$ cat config.mk
export PLATFORM = sky130hd
export DESIGN_NAME = multi_dataflow_engine_ctrl
export DESIGN_NICKNAME = d
export VERILOG_FILES = /design/src/rtl/multi_dataflow_engine_ctrl.sv
export SDC_FILE = /design/constraint.sdc
export NUM_CORES = 1
export LEC_CHECK = 0
export ABC_AREA = 1
export ABC_CLOCK_PERIOD_IN_PS = 1700
export BUFFER_PORTS_ARGS = -buffer_cell sky130_fd_sc_hd__buf_2
export CAP_MARGIN = 15
export CELL_PAD_IN_SITES_DETAIL_PLACEMENT = 0
export CELL_PAD_IN_SITES_GLOBAL_PLACEMENT = 1
export CORE_ASPECT_RATIO = 0.7
export CORE_MARGIN = 1
export CORE_UTILIZATION = 35
export CTS_BUF_LIST = sky130_fd_sc_hd__clkbuf_4 sky130_fd_sc_hd__clkbuf_8
export DETAILED_ROUTE_END_ITERATION = 16
export GPL_TIMING_DRIVEN = 0
export PLACE_DENSITY = 0.78
export SLEW_MARGIN = 20
export SYNTH_ARGS = -nofsm -noshare
export SYNTH_HDL_FRONTEND = slang
export SYNTH_SLANG_ARGS = --single-unit
$ cat constraint.sdc
create_clock -name clk_i -period 1.7 [get_ports clk_i]
set_input_delay 0.085 -clock clk_i [delete_from_list [all_inputs] [get_ports clk_i]]
set_output_delay 0.085 -clock clk_i [all_outputs]
set_load 0.01 [all_outputs]
$ cat src/rtl/multi_dataflow_engine_ctrl.sv
// Engine-side responder for the multi_dataflow control FSM: launches the HLS
// kernel through the ap_ctrl handshake, counts outStream0 beats and reports done.
module multi_dataflow_engine_ctrl #(
  parameter  int unsigned CNT_LEN = 1024,
  localparam int unsigned CW      = $clog2(CNT_LEN) + 1
) (
  input  logic          clk_i,
  input  logic          rst_ni,
  input  logic          clear_i,
  input  logic          enable_i,
  input  logic          start_i,
  input  logic [CW-1:0] cnt_limit_i,
  input  logic          out_valid_i,
  input  logic          out_ready_i,
  input  logic          kernel_done_i,
  input  logic          kernel_idle_i,
  input  logic          kernel_ready_i,
  output logic          kernel_start_o,
  output logic [CW-1:0] cnt_o,
  output logic          done_o,
  output logic          ready_o,
  output logic          overrun_o
);

  typedef enum logic [1:0] {IDLE, LAUNCH, RUN, DONE} state_t;

  state_t        state_q, state_d;
  logic [CW-1:0] cnt_q, cnt_d;
  logic [CW-1:0] limit_q, limit_d;
  logic          done_seen_q, done_seen_d;
  logic          kstart_q, kstart_d;
  logic          done_q, done_d;
  logic          overrun_q, overrun_d;
  logic          beat;

  always_ff @(posedge clk_i or negedge rst_ni) begin
    if (!rst_ni) begin
      state_q     <= IDLE;
      cnt_q       <= '0;
      limit_q     <= '0;
      done_seen_q <= 1'b0;
      kstart_q    <= 1'b0;
      done_q      <= 1'b0;
      overrun_q   <= 1'b0;
    end else begin
      state_q     <= state_d;
      cnt_q       <= cnt_d;
      limit_q     <= limit_d;
      done_seen_q <= done_seen_d;
      kstart_q    <= kstart_d;
      done_q      <= done_d;
      overrun_q   <= overrun_d;
    end
  end

  always_comb begin
    state_d     = state_q;
    cnt_d       = cnt_q;
    limit_d     = limit_q;
    done_seen_d = done_seen_q;
    kstart_d    = kstart_q;
    done_d      = done_q;
    overrun_d   = overrun_q;
    beat        = out_valid_i & out_ready_i;

    if (clear_i) begin
      state_d     = IDLE;
      cnt_d       = '0;
      limit_d     = '0;
      done_seen_d = 1'b0;
      kstart_d    = 1'b0;
      done_d      = 1'b0;
      overrun_d   = 1'b0;
    end else if (enable_i) begin
      case (state_q)
        IDLE: begin
          if (start_i && kernel_idle_i) begin
            limit_d     = cnt_limit_i;
            cnt_d       = '0;
            overrun_d   = 1'b0;
            done_seen_d = 1'b0;
            // A zero-length job never touches the kernel.
            if (cnt_limit_i == '0) begin
              state_d = DONE;
              done_d  = 1'b1;
            end else begin
              state_d  = LAUNCH;
              kstart_d = 1'b1;
            end
          end
        end
        LAUNCH: begin
          if (kernel_ready_i) begin
            kstart_d = 1'b0;
            state_d  = RUN;
          end
        end
        RUN: begin
          if ((cnt_q == limit_q) && (done_seen_q || kernel_done_i)) begin
            state_d = DONE;
            done_d  = 1'b1;
          end
        end
        DONE: begin
          done_d  = 1'b0;
          state_d = IDLE;
        end
        default: state_d = IDLE;
      endcase

      // Beats and kernel done are tracked from launch on; the kernel may stream early.
      if (state_q == LAUNCH || state_q == RUN) begin
        if (kernel_done_i) done_seen_d = 1'b1;
        if (beat) begin
          if (cnt_q < limit_q) cnt_d = cnt_q + 1'b1;
          else                 overrun_d = 1'b1;
        end
      end
    end
  end

  assign kernel_start_o = kstart_q;
  assign cnt_o          = cnt_q;
  assign done_o         = done_q;
  assign overrun_o      = overrun_q;
  assign ready_o        = (state_q == IDLE) & kernel_idle_i;

endmodule
==> qor.yml <==
outcome:
  status: "complete, no violations"
floorplan:
  die_x_um: 94.0
  fp-row-count: 23
  core_um2: 5730
  io_pins: 36
  die_area_um2: 6250
  die_h_um: 66.4
  initial_utilization_pct: 36.2
yosys:
  netlist_instances: 295
  syn_nets: 333
  syn_avg_cell_area_um2: 7.04
  ys_seq_area_share_pct: 33.8
  syn_area_um2: 2080
  synthTopCellsByCount: "nand2_1, inv_1, dfrtp_1"
  ys_types: 29
  synth_top_area_cell: "dfrtp_1"
  synthArstFlopShare_pct: 100
  synth_top_area_share_pct: 33.8
  synthTopCellsByArea: "dfrtp_1, nand2_1, ha_1"
  yosysMostFrequentCell: "nand2_1"
  yosysWarningCount: 0
  ys_ff_latch: 28
  synth_ff_type: "dfrtp_1"
  synth_edf_count: 0
grt:
  grtUsageMet2_pct: 24.5
  grt_overflow: 0
  use_met1_pct: 30.1
  grt_pass1_wl_mm: 8.75
  grt_use_total_pct: 18.5
  antenna_found_initial: 0
  grt_max_degree: 29
  grt.busiest_layer: "met1"
  grt_util_met3_pct: 3.45
  grt_pass1_vias: 1705
worst_setup_path:
  crit_family: "simple AND/OR/NAND/NOR gates"
  setup.worst_path.end_class: "flop"
  cp_data_required_time_ns: 1.88
  crit_buf_inv: 1
  critPathKind: "flop to flop"
  cpMostUsedCell: "nand2_1"
  slowest_stage: "dfrtp_2"
  cp-start-kind: "flop"
  cp.arrival_ns: 1.85
  slowest_delay_ns: 0.45
  crit_fanout: 5
  path_cells: "ha_4, nand4_1, nor2_1, nand2_2, nand4_4, buf_6, nand2_1, nand3_2, nand2_1"
finish:
  diodes: 0
  drive_above_1_share_pct: 37.1
  final_cells: 431
  fin_nets: 395
  area_growth_pct: 36.4
  fin_area_um2: 2830
placement:
  post_dp_cell_area_um2: 2340
  io_buffers: 35
  dp_cells: 405
  place_hpwl_mm: 4.06
  place_ws_ns: -0.162
  gp_congestion: 0.780
timing:
  finalSetupViolCount: 0
  drv_slew: 0
  layout_setup_ws_ns: 0.0295
  finClkSkew_ns: 0.00352
  rsz0062_at_grt: "true"
  hold_viol: 0
  whs_ns: 0.0538
  setup_tns_ns: 0
  relSlewSlack_pct: 54.5
  min_period_over_period_pct: 98.3
  max_freq_mhz: 599
  tightestPinTransition_ns: 0.682
  min_period_ns: 1.67
detailed_routing:
  viasPerCell: 4.87
  dr_total_vias: 2101
  drt_iter0_markers: 140
  wl_mm: 5.73
  drc: 0
  wl_per_cell_um: 13.3
  drt_first_pass_iters: 4
  ant_nets: 0
power:
  leakagePower_nw: 1.41
  peakVddDrop_mv: 0.492
  power.density_nw_per_um2: 919
clocking:
  ctsLongestPathBuffers: 2
  clk_latency_ns: 0.28
  ctsRootBufferMaster: "clkbuf_8"
  cts_tree: "done"
  cts.sinks: 28
  cts_buffers: 3
  clkTransAtPathRegs_ns: 0.10
  htree_levels: 1
job:
  maxCapViolCount: 0
hold_path:
  hold_path_class: "primary input to flop"
-- sequential cells by signal (all words and copies together), names as in the netlist --
signal / cells
kernel_start_o: 1
done_o: 1
overrun_o: 1
cnt_o: 11
state_q: 2
done_seen_q: 1
limit_q: 11
-- per-layer routing --
metal,part of all wire (%),wire length (um),up-vias
met3,6.8,387,5
li1,-,-,1085
met5,0,0,-
met1,52,2950,953
met2,41,2350,58
met4,0.59,34,0
-- placed cells by master, fill, tap and decap left out, types with 2 or more instances in the layout --
| cell | instances |
|---|---|
| buf_6 | 5 |
| clkbuf_8 | 3 |
| a21oi_2 | 3 |
| inv_1 | 34 |
| dfrtp_1 | 18 |
| nand3_1 | 19 |
| ha_1 | 8 |
| nand3_2 | 8 |
| o21ai_1 | 3 |
| a21oi_1 | 3 |
| buf_4 | 21 |
| nor2_1 | 13 |
| nor2_4 | 4 |
| nor3_2 | 2 |
| nor3_1 | 3 |
| nand4_1 | 13 |
| xnor2_1 | 2 |
| inv_2 | 8 |
| nand2_2 | 14 |
| o22ai_1 | 5 |
| o21ai_0 | 9 |
| o211ai_1 | 2 |
| nand2_1 | 89 |
| buf_2 | 36 |
| ha_4 | 8 |
| nor2_2 | 2 |
| dfrtp_2 | 10 |
-- final timing paths --
| kind | from | end | slack (ns) | depth (start not counted) |
|---|---|---|---|---|
| worst max register to register | cnt_o[10] | cnt_o[4] | 0.03 | 9 |
| worst max-delay path | cnt_o[10] | cnt_o[4] | 0.03 | 9 |
| max in group asynchronous | rst_ni | cnt_o[1] | 0.84 | 2 |
| worst min-delay path | cnt_limit_i[0] | limit_q[0] | 0.05 | 3 |
| min in group asynchronous | rst_ni | cnt_o[7] | 0.38 | 2 |
| worst min register to register | kernel_start_o | kernel_start_o | 0.50 | 2 |
-- timing repair --
action                     in CTS  in global routing
setup endpoints to repair      19                 28
cloned                          0                  1
setup buffers                   9                 11
pin swaps                       2                 22
hold buffers                    1                  0
hold endpoints to repair       28                  0
resized for setup              21                 45
-- worst min-delay path, cell delays in order --
cell and delay (ns):
buf_2 0.09, inv_1 0.06, a21oi_1 0.06
-- power by group --
part / internal, mW / total (mW) / switching (mW)
Sequential: 0.747 / 0.805 / 0.0588
Clock: 0.316 / 0.540 / 0.224
Combinational: 0.504 / 1.26 / 0.753
Total: 1.57 / 2.60 / 1.04
-- layout make-up --
class,count,area (um2)
fill,574,2900
multi-input combinational,218,1390
sequential,28,713
timing repair buffer,57,347
inverter,42,158
tap,75,93.8
buffer,7,61.3
clock buffer,3,41.3
clock inverter,1,30.0
-- logic make-up after synthesis --
kind of cell               synth area share, %
and+or+nand+nor                           36.3
xor gates and xnor gates                 0.844
AOI/OAI and AO/OA                         8.92
buffers and inverters                     9.95
DFF                                       33.8
adders and majority gates                 10.2
-- through the flow --
step / util (%) / power (mW)
5_1_grt: 49.4 / 2.81
3_5_place_dp: 40.9 / 1.74
6_report: 49.4 / 2.60
2_1_floorplan: - / 1.46
4_1_cts: 44.5 / 2.42
3_3_place_gp: 40.9 / 1.73
(Power assumes the default switching activity.)
